`src/rtl/mem_arb_pkg.sv`:
```
// Shared types and constants for the single-port memory arbiter.
package mem_arb_pkg;

  typedef enum logic [2:0] {
    StIdle  = 3'd0,
    StData  = 3'd1,
    StWaitD = 3'd2,
    StInst  = 3'd3,
    StWaitI = 3'd4,
    StDone  = 3'd5
  } arb_state_e;

  typedef enum logic {
    OpRd = 1'b0,
    OpWr = 1'b1
  } arb_op_e;

  localparam int unsigned ReadLatMin = 1;
  localparam int unsigned ReadLatMax = 15;
  localparam int unsigned LatCntW    = 4;

  // Out-of-range latencies are pinned to the nearest legal value.
  function automatic logic [LatCntW-1:0] clamp_read_lat(input int unsigned lat);
    if (lat < ReadLatMin) return LatCntW'(ReadLatMin);
    if (lat > ReadLatMax) return LatCntW'(ReadLatMax);
    return LatCntW'(lat);
  endfunction

endpackage

```
`src/rtl/mem_arb_port_seq.sv`:
```
// Read sequencer for one arbiter port: strobe, latency countdown, result capture.
module mem_arb_port_seq
  import mem_arb_pkg::*;
#(
  parameter int unsigned DataW   = 32,
  parameter int unsigned ReadLat = 1
) (
  input  logic             clk_i,
  input  logic             rst_ni,
  input  logic             start_i,
  input  logic [DataW-1:0] rdata_i,
  output logic             strobe_o,
  output logic             last_o,
  output logic [DataW-1:0] data_o
);

  localparam logic [LatCntW-1:0] LatInit = clamp_read_lat(ReadLat);

  logic               strobe_q;
  logic [LatCntW-1:0] cnt_q, cnt_d;
  logic [DataW-1:0]   data_q, data_d;

  // Counter is loaded at the end of the strobe cycle; data is valid when it reads 1.
  assign last_o = (cnt_q == LatCntW'(1));

  // Next-state for the latency counter and the held result.
  always_comb begin
    cnt_d  = cnt_q;
    data_d = data_q;
    if (strobe_q) begin
      cnt_d = LatInit;
    end else if (cnt_q != '0) begin
      cnt_d = cnt_q - LatCntW'(1);
    end
    if (last_o) begin
      data_d = rdata_i;
    end
  end

  // Sequencer state.
  always_ff @(posedge clk_i or negedge rst_ni) begin
    if (!rst_ni) begin
      strobe_q <= 1'b0;
      cnt_q    <= '0;
      data_q   <= '0;
    end else begin
      strobe_q <= start_i;
      cnt_q    <= cnt_d;
      data_q   <= data_d;
    end
  end

  assign strobe_o = strobe_q;
  assign data_o   = data_q;

endmodule

```
`src/rtl/mem_arbiter.sv`:
```
// Single-port arbiter between fetch and data ports; stalls the pipeline per window.
module mem_arbiter
  import mem_arb_pkg::*;
#(
  parameter int unsigned ADDR_W   = 32,
  parameter int unsigned DATA_W   = 32,
  parameter int unsigned READ_LAT = 1
) (
  input  logic              clock,
  input  logic              reset_n,
  input  logic              if_req,
  input  logic [ADDR_W-1:0] if_addr,
  output logic [DATA_W-1:0] if_rdata,
  input  logic              dm_rd,
  input  logic              dm_wr,
  input  logic [ADDR_W-1:0] dm_addr,
  input  logic [DATA_W-1:0] dm_wdata,
  output logic [DATA_W-1:0] dm_rdata,
  output logic              stall,
  output logic              done,
  output logic [ADDR_W-1:0] mem_addr,
  output logic [DATA_W-1:0] mem_wdata,
  output logic              mem_read,
  output logic              mem_write,
  input  logic [DATA_W-1:0] mem_rdata
);

  arb_state_e        state_q, state_d;
  arb_op_e           op_q;
  logic              pend_i_q;
  logic [ADDR_W-1:0] daddr_q, iaddr_q;
  logic [DATA_W-1:0] wdata_q;
  logic              mem_write_q, done_q;

  logic any_req, d_start, w_start, i_start;
  logic d_strobe, i_strobe, d_last, i_last;

  assign any_req = if_req | dm_rd | dm_wr;

  // Strobes are registered, so they are launched on entry to DATA / INST.
  // A simultaneous rd+wr is treated as a write only.
  assign d_start = (state_q == StIdle) && dm_rd && !dm_wr;
  assign w_start = (state_q == StIdle) && dm_wr;
  assign i_start = (state_d == StInst) && (state_q != StInst);

  // Next state: data side is always drained before the fetch.
  always_comb begin
    state_d = state_q;
    unique case (state_q)
      StIdle:  if (any_req) state_d = (dm_rd || dm_wr) ? StData : StInst;
      StData:  state_d = (op_q == OpWr) ? (pend_i_q ? StInst : StDone) : StWaitD;
      StWaitD: if (d_last) state_d = pend_i_q ? StInst : StDone;
      StInst:  state_d = StWaitI;
      StWaitI: if (i_last) state_d = StDone;
      StDone:  state_d = StIdle;
      default: state_d = StIdle;
    endcase
  end

  // FSM state, request latches and registered write/done outputs.
  always_ff @(posedge clock or negedge reset_n) begin
    if (!reset_n) begin
      state_q     <= StIdle;
      op_q        <= OpRd;
      pend_i_q    <= 1'b0;
      daddr_q     <= '0;
      iaddr_q     <= '0;
      wdata_q     <= '0;
      mem_write_q <= 1'b0;
      done_q      <= 1'b0;
    end else begin
      state_q <= state_d;
      if ((state_q == StIdle) && any_req) begin
        op_q     <= dm_wr ? OpWr : OpRd;
        pend_i_q <= if_req;
        daddr_q  <= dm_addr;
        iaddr_q  <= if_addr;
        wdata_q  <= dm_wdata;
      end
      mem_write_q <= w_start;
      done_q      <= (state_d == StDone);
    end
  end

  mem_arb_port_seq #(
    .DataW  (DATA_W),
    .ReadLat(READ_LAT)
  ) u_data_seq (
    .clk_i   (clock),
    .rst_ni  (reset_n),
    .start_i (d_start),
    .rdata_i (mem_rdata),
    .strobe_o(d_strobe),
    .last_o  (d_last),
    .data_o  (dm_rdata)
  );

  mem_arb_port_seq #(
    .DataW  (DATA_W),
    .ReadLat(READ_LAT)
  ) u_inst_seq (
    .clk_i   (clock),
    .rst_ni  (reset_n),
    .start_i (i_start),
    .rdata_i (mem_rdata),
    .strobe_o(i_strobe),
    .last_o  (i_last),
    .data_o  (if_rdata)
  );

  // Memory address follows whichever side owns the port in the current state.
  always_comb begin
    unique case (state_q)
      StData, StWaitD: mem_addr = daddr_q;
      StInst, StWaitI: mem_addr = iaddr_q;
      default:         mem_addr = '0;
    endcase
  end

  assign mem_read  = d_strobe | i_strobe;
  assign mem_write = mem_write_q;
  assign mem_wdata = mem_write_q ? wdata_q : '0;
  assign done      = done_q;
  assign stall     = ((state_q == StIdle) && any_req) ||
                     ((state_q != StIdle) && (state_q != StDone));

endmodule

```
`config.mk`:
```
export PLATFORM = sky130hd
export DESIGN_NAME = mem_arbiter
export DESIGN_NICKNAME = d
export VERILOG_FILES = /design/src/rtl/mem_arb_pkg.sv /design/src/rtl/mem_arb_port_seq.sv /design/src/rtl/mem_arbiter.sv
export SDC_FILE = /design/constraint.sdc
export NUM_CORES = 1
export LEC_CHECK = 0
export CAP_MARGIN = 30
export CORE_ASPECT_RATIO = 1.5
export CORE_MARGIN = 2
export CORE_UTILIZATION = 45
export CTS_CLUSTER_SIZE = 10
export DETAILED_ROUTE_END_ITERATION = 10
export PLACE_DENSITY = 0.8
export SLEW_MARGIN = 20
export SYNTH_ARGS = -nofsm -noshare
export SYNTH_HDL_FRONTEND = slang
export SYNTH_HIERARCHICAL = 1
export SYNTH_SLANG_ARGS = --single-unit
```
`constraint.sdc`:
```
create_clock -name clock -period 5.3 [get_ports clock]
set_input_delay 0.795 -clock clock [delete_from_list [all_inputs] [get_ports clock]]
set_output_delay 0.795 -clock clock [all_outputs]
set_load 0.02 [all_outputs]
```
After elaboration in Yosys (flattened, before gate mapping)
Index checks and enable logic that the tools add are counted.
Widths: inputs -> output; s select.
{ "totals": {"reg_bits": 177, "input_bits": 133, "out_inout_bits": 132, "word_cells": 60} }
{ "op_classes": {"addsub": 2, "eq_ne": 10, "muxes": 14, "n_bitwise": 3, "n_reduce_logical": 17} }
{ "op_table": {"columns": ["operator", "count"], "rows": [
  ["$pmux 32 s2", 1],
  ["$mux 32", 1],
  ["$mux 4", 4],
  ["$mux 3", 5],
  ["$pmux 3 s5", 1],
  ["$eq 3x2->1 const B", 3],
  ["$eq 4x1->1 const B", 2],
  ["$reduce_bool 4->1", 2],
  ["$sub 4x1->4 const B", 2],
  ["$eq 3x3->1 const B", 2],
  ["$logic_and 1x1->1", 6],
  ["$reduce_bool 2->1", 2],
  ["$reduce_or 2->1", 2],
  ["$eq 3x1->1 const B", 1],
  ["$logic_not 3->1", 1],
  ["$ne 3x2->1 const B", 1],
  ["$ne 3x3->1 const B", 1],
  ["$or 1x1->1", 3],
  ["$reduce_bool 3->1", 1],
  ["$logic_or 1x1->1", 2],
  ["$mux 2", 1],
  ["$logic_not 1->1", 1],
  ["$mux 1", 1]
]} }

Logic depth before layout (Yosys ltp)
{ "depth": {"ltp_word": 6, "ltp_mapped": 7, "mapped_depth_nobuf": 6} }

By module
Netlist, hierarchy kept.
{ "by_module_without_submodules": {"columns": ["module", "instances", "cells_each", "area_per_inst_um2", "seq_area_each_um2"], "rows": [
  ["mem_arbiter", 1, 322, 4636.9, 2577.5],
  ["mem_arb_port_seq", 2, 91, 1466.4, 925.9]
]} }

Least setup slack after synthesis
Ideal clock, no wire load.
{ "synth_path": {"kind": "input -> output", "start": "input port if_req", "end": "output port stall", "t_arrival_ns": 2.015, "t_required_ns": 4.505, "slack_ns": 2.490, "path_stages": 5, "path_buffers": 2, "path_cell_list": "or3_4 and2_4 buf_6 buf_6 or3_1"} }
{ "synth_via": {"elab_chain_len": 4} }
{ "synth_lines": {"columns": ["item", "line_no", "rtl"], "rows": [
  ["from (decl)", "mem_arbiter.sv:11", "input logic if_req,"],
  ["$or 1x1->1 (2 in a row)", "mem_arbiter.sv:38", "assign any_req = if_req | dm_rd | dm_wr;"],
  ["$logic_and 1x1->1", "mem_arbiter.sv:124", "assign stall = ((state_q == StIdle) && any_req) ||"],
  ["$logic_or 1x1->1", "mem_arbiter.sv:124", null],
  ["to (decl)", "mem_arbiter.sv:19", "output logic stall,"]
]} }
No other way between the ends.

Worst setup path in the final report
Same ends and word-level chain as after synthesis.

==> summary.md <==
| Metric | Value |
|---|---|
| Pwr per Cell Area | around 700 nW/um2 |
| Final Hold Fails | 0 |
| Clk buf depth | 2 |
| Crit path required time | 4510 ps |
| Vias in the first global route | 5,682 |
| Min cycle time layout | between 3000 and 4000 ps |
| CP bufs+invs | 2 |
| Met3 Use GR | 0.0716 |
| Clk_lat worst skew | about 420 ps |
| Syn Area/Cell | about 15 um2 |
| Yosys reg bits | about 180 |
| Post-synth EDFFs | 0 |
| Post-CTS Setup Inserts | 0 |
| CTS tree | done |
| Fmax | between 200 and 300 MHz |
| Clk_skew | 15.7 ps |
| GR Util met2 | 0.365 |
| Delay-heaviest family, CP | simple AND/OR/NAND/NOR gates |
| Reg-to-reg critical path startpoint | state_q[0] |
| N_diodes | 0 |
| IO Pins | ~270 |
| Core box area | about 17,000 um2 |
| Netlist cell types | 38 |
| Non-filler cells, final | 989 |
| CTS buffer count | 17 |
| Relative slew margins | 0.473 |
| Area Growth Syn to Fin | 44.8% |
| Yosys warnings | 6 |
| # rows | 58 |
| Dpl cells | about 960 |
| First-pass GRT wire length | approximately 29,000 um |
| Mapped Area | approximately 7600 um2 |
| Fillers | ~1,300 |
| WL final | around 18,000 um |
| Slowest CP cell | clkdlybuf4s50_1 |
| Setup TNS | 0 ps |
| CTS root buffer | clkbuf_16 |
| Vias per inst | around 5.2 |
| Clk slew on worst S/H paths | approximately 80 ps |
| First DRT Iteration DRCs | ~180 |
| Final setup viols | 0 |
| Cell internal pwr | 4.89 mW |
| R2R cell count | 5 |
| Mapped Nets | approximately 640 |
| Flop-to-flop setup slack | about 2700 ps |
| Clk pwr share | 0.166 |
| RSZ-0062 raised after global routing | no |
| TritonCTS Sinks | 177 |
| Max FO, Critical Path | 22 |
| Post-CTS Resized | 0 |
| Initial antenna violation count | 2 |
| GPL Wtd Cong | 0.796 |
| Worst r2r dst | wdata_q[29] |
| Avg WL per Cell | between 15 and 20 um |
| All-Layer GR Usage | 0.207 |
| Layout cells sized above 1 | 0.268 |
| Hold WC Path Type | input port to async pin |
| Most common cell after layout, fill and taps aside | clkdlybuf4s50_1 |
| Flop pwr share | 0.326 |
| CP Launch Type | input port |
| Post-CTS Hold Buffers | 0 |
| Worst setup startpoint | if_req |
| Fin crit share | 0.692 |
| Final Hold Slack | ~360 ps |
| Crit end category | output port |
| CP endpoint | stall |
| Worst VDD drop | 0.000453 V |
| Post-place setup slack | between 1500 and 2000 ps |
| Drc violations | 0 |
| Outcome | finished clean |
| Combinational share of power | 0.509 |
| CTS H-tree depth | 4 |
| Switch share | 0.359 |
| Post-Layout Inst Area | between 10,000 and 15,000 um2 |
| Slew @ Worst Pin | slightly below 800 ps |
| Die area | between 15,000 and 20,000 um2 |
| Post-DRT Antenna Nets | 0 |
| Nets | 903 |
| Register area share after synthesis | 0.585 |
| Most frequent CP cell | clkdlybuf4s50_1 |
| Initial Util | 0.456 |
| DIE HEIGHT | around 160 um |
| Worst Path Arrival | 2870 ps |
| P_leak | roughly 4.6 nW |
| Worst-path cell chain | clkdlybuf4s50_1 > or3_4 > and2_4 > or3_1 > clkdlybuf4s50_1 |
| P_sw | roughly 2.7 mW |
| IO buf count | roughly 260 |
| Async set-reset flop share out of synthesis | 1.00 |
| Final worst setup slack | between 1500 and 2000 ps |
| Synth Instances | ~500 |
| Largest net degree at the start of global routing | a little under 80 |
| Drt pass-1 iters | 4 |
| Max Slew Vio Count | 0 |
| Most frequent cells in the layout | 263 x clkdlybuf4s50_1, 177 x dfrtp_1, 130 x mux2_2 |
| Die W | about 110 um |
| Ys flop type | dfrtp_1 |
| Placed cell area | between 10,000 and 15,000 um2 |
| Crit Path Category | input port to output port |
| Levels on crit path | 5 |
| Critical Path Max Stage Delay | 550 ps |
| Global route hottest layer | met2 |
| Grt met1 use | 0.226 |
| Total number of vias | ~5,100 |
| Overflow left after global routing | 0 |
| HPWL after DPL | 12,900 um |
| MaxCap Viol Count | 0 |
area by class of cell:
| class | count | area (um2) | area share |
|---|---|---|---|
| sequential | 177 | 4430 | 0.404 |
| multi-input combinational | 292 | 2920 | 0.266 |
| timing repair buffer | 272 | 2720 | 0.248 |
| clock buffer | 18 | 439 | 0.0401 |
| tap | 210 | 263 | 0.0240 |
| clock inverter | 14 | 168 | 0.0153 |
| inverter | 6 | 22.5 | 0.00205 |
power by group through the flow:
stage | sequential (mW) | clock, mW | combinational (mW)
2_1_floorplan | 2.69 | 0 | 2.19
3_3_place_gp | 2.46 | 0 | 3.78
3_5_place_dp | 2.51 | 0 | 3.89
4_1_cts | 2.50 | 1.31 | 3.91
5_1_grt | 2.58 | 1.36 | 4.12
6_report | 2.49 | 1.27 | 3.88
state kept, by name, indices dropped and copies added (netlist names), 3 cells and up:
| register | count |
|---|---|
| u_inst_seq/data_o | 32 |
| u_inst_seq/cnt_q | 4 |
| u_data_seq/cnt_q | 4 |
| state_q | 3 |
| daddr_q | 32 |
| u_data_seq/data_o | 32 |
| wdata_q | 32 |
| iaddr_q | 32 |
layer usage:
layer / wire length, um / vias to the layer above
met3: 1380 / 30
met5: 27 / -
met4: 465 / 4
li1: - / 2312
met1: 6580 / 2566
met2: 9600 / 189
synth_stat cells (2+ instances only):
cell / n / share of area
and2_1: 33 / 0.027
mux2i_1: 2 / 0.0026
buf_2: 8 / 0.0053
mux2_1: 4 / 0.0059
mux2_2: 130 / 0.19
buf_1: 2 / 0.00099
buf_6: 11 / 0.016
a22o_1: 34 / 0.039
inv_1: 6 / 0.0030
nor2_1: 7 / 0.0035
nand3b_1: 4 / 0.0040
nor3_1: 4 / 0.0026
nor3b_4: 2 / 0.0050
a21oi_1: 3 / 0.0020
nand2b_1: 2 / 0.0017
nor2b_1: 9 / 0.0074
a32oi_1: 2 / 0.0023
mux2_4: 30 / 0.060
a21o_1: 2 / 0.0020
o21ai_0: 2 / 0.0013
dfrtp_1: 177 / 0.59
ha_1: 4 / 0.0066
nand2_1: 2 / 0.00099
nor3b_1: 2 / 0.0020
clkbuf_1: 8 / 0.0040
nand3_1: 2 / 0.0013
cell families (layout without fill, tap and decap cells):
group / count (synthesis) / count (layout) / share of synthesized area
DFF: 177 / 177 / 0.585
muxes: 166 / 166 / 0.261
and+or+nand+nor: 74 / 74 / 0.0645
AOI/OAI and AO/OA: 46 / 46 / 0.0504
buffers and inverters: 35 / 310 / 0.0296
adders and majority gates: 4 / 4 / 0.00661
xor gates and xnor gates: 2 / 2 / 0.00231
worst reg2reg max path, stage by stage, from the launching register on:
cell	delay, ps
dfrtp_1	530
nor3_4	340
and2_4	430
buf_4	440
buf_16	330
mux2_2	400
worst min-delay path by stage:
stage	startpoint	end	cells past startpoint
floorplan	wdata_q[0]	wdata_q[0]	1
global placement	u_inst_seq/data_o[31]	u_inst_seq/data_o[31]	1
detailed placement	u_data_seq/data_o[24]	u_data_seq/data_o[24]	1
CTS	reset_n	daddr_q[7]	1
global route	reset_n	daddr_q[7]	1
finish	reset_n	daddr_q[7]	1
stage by stage:
step                power [mW]  utilization
detailed placement        6.41        0.622
floorplan                 4.88            -
CTS                       7.71        0.658
global route              8.07        0.660
finish                    7.64        0.660
global placement          6.24        0.622
Power figures use the tool's default switching activity.
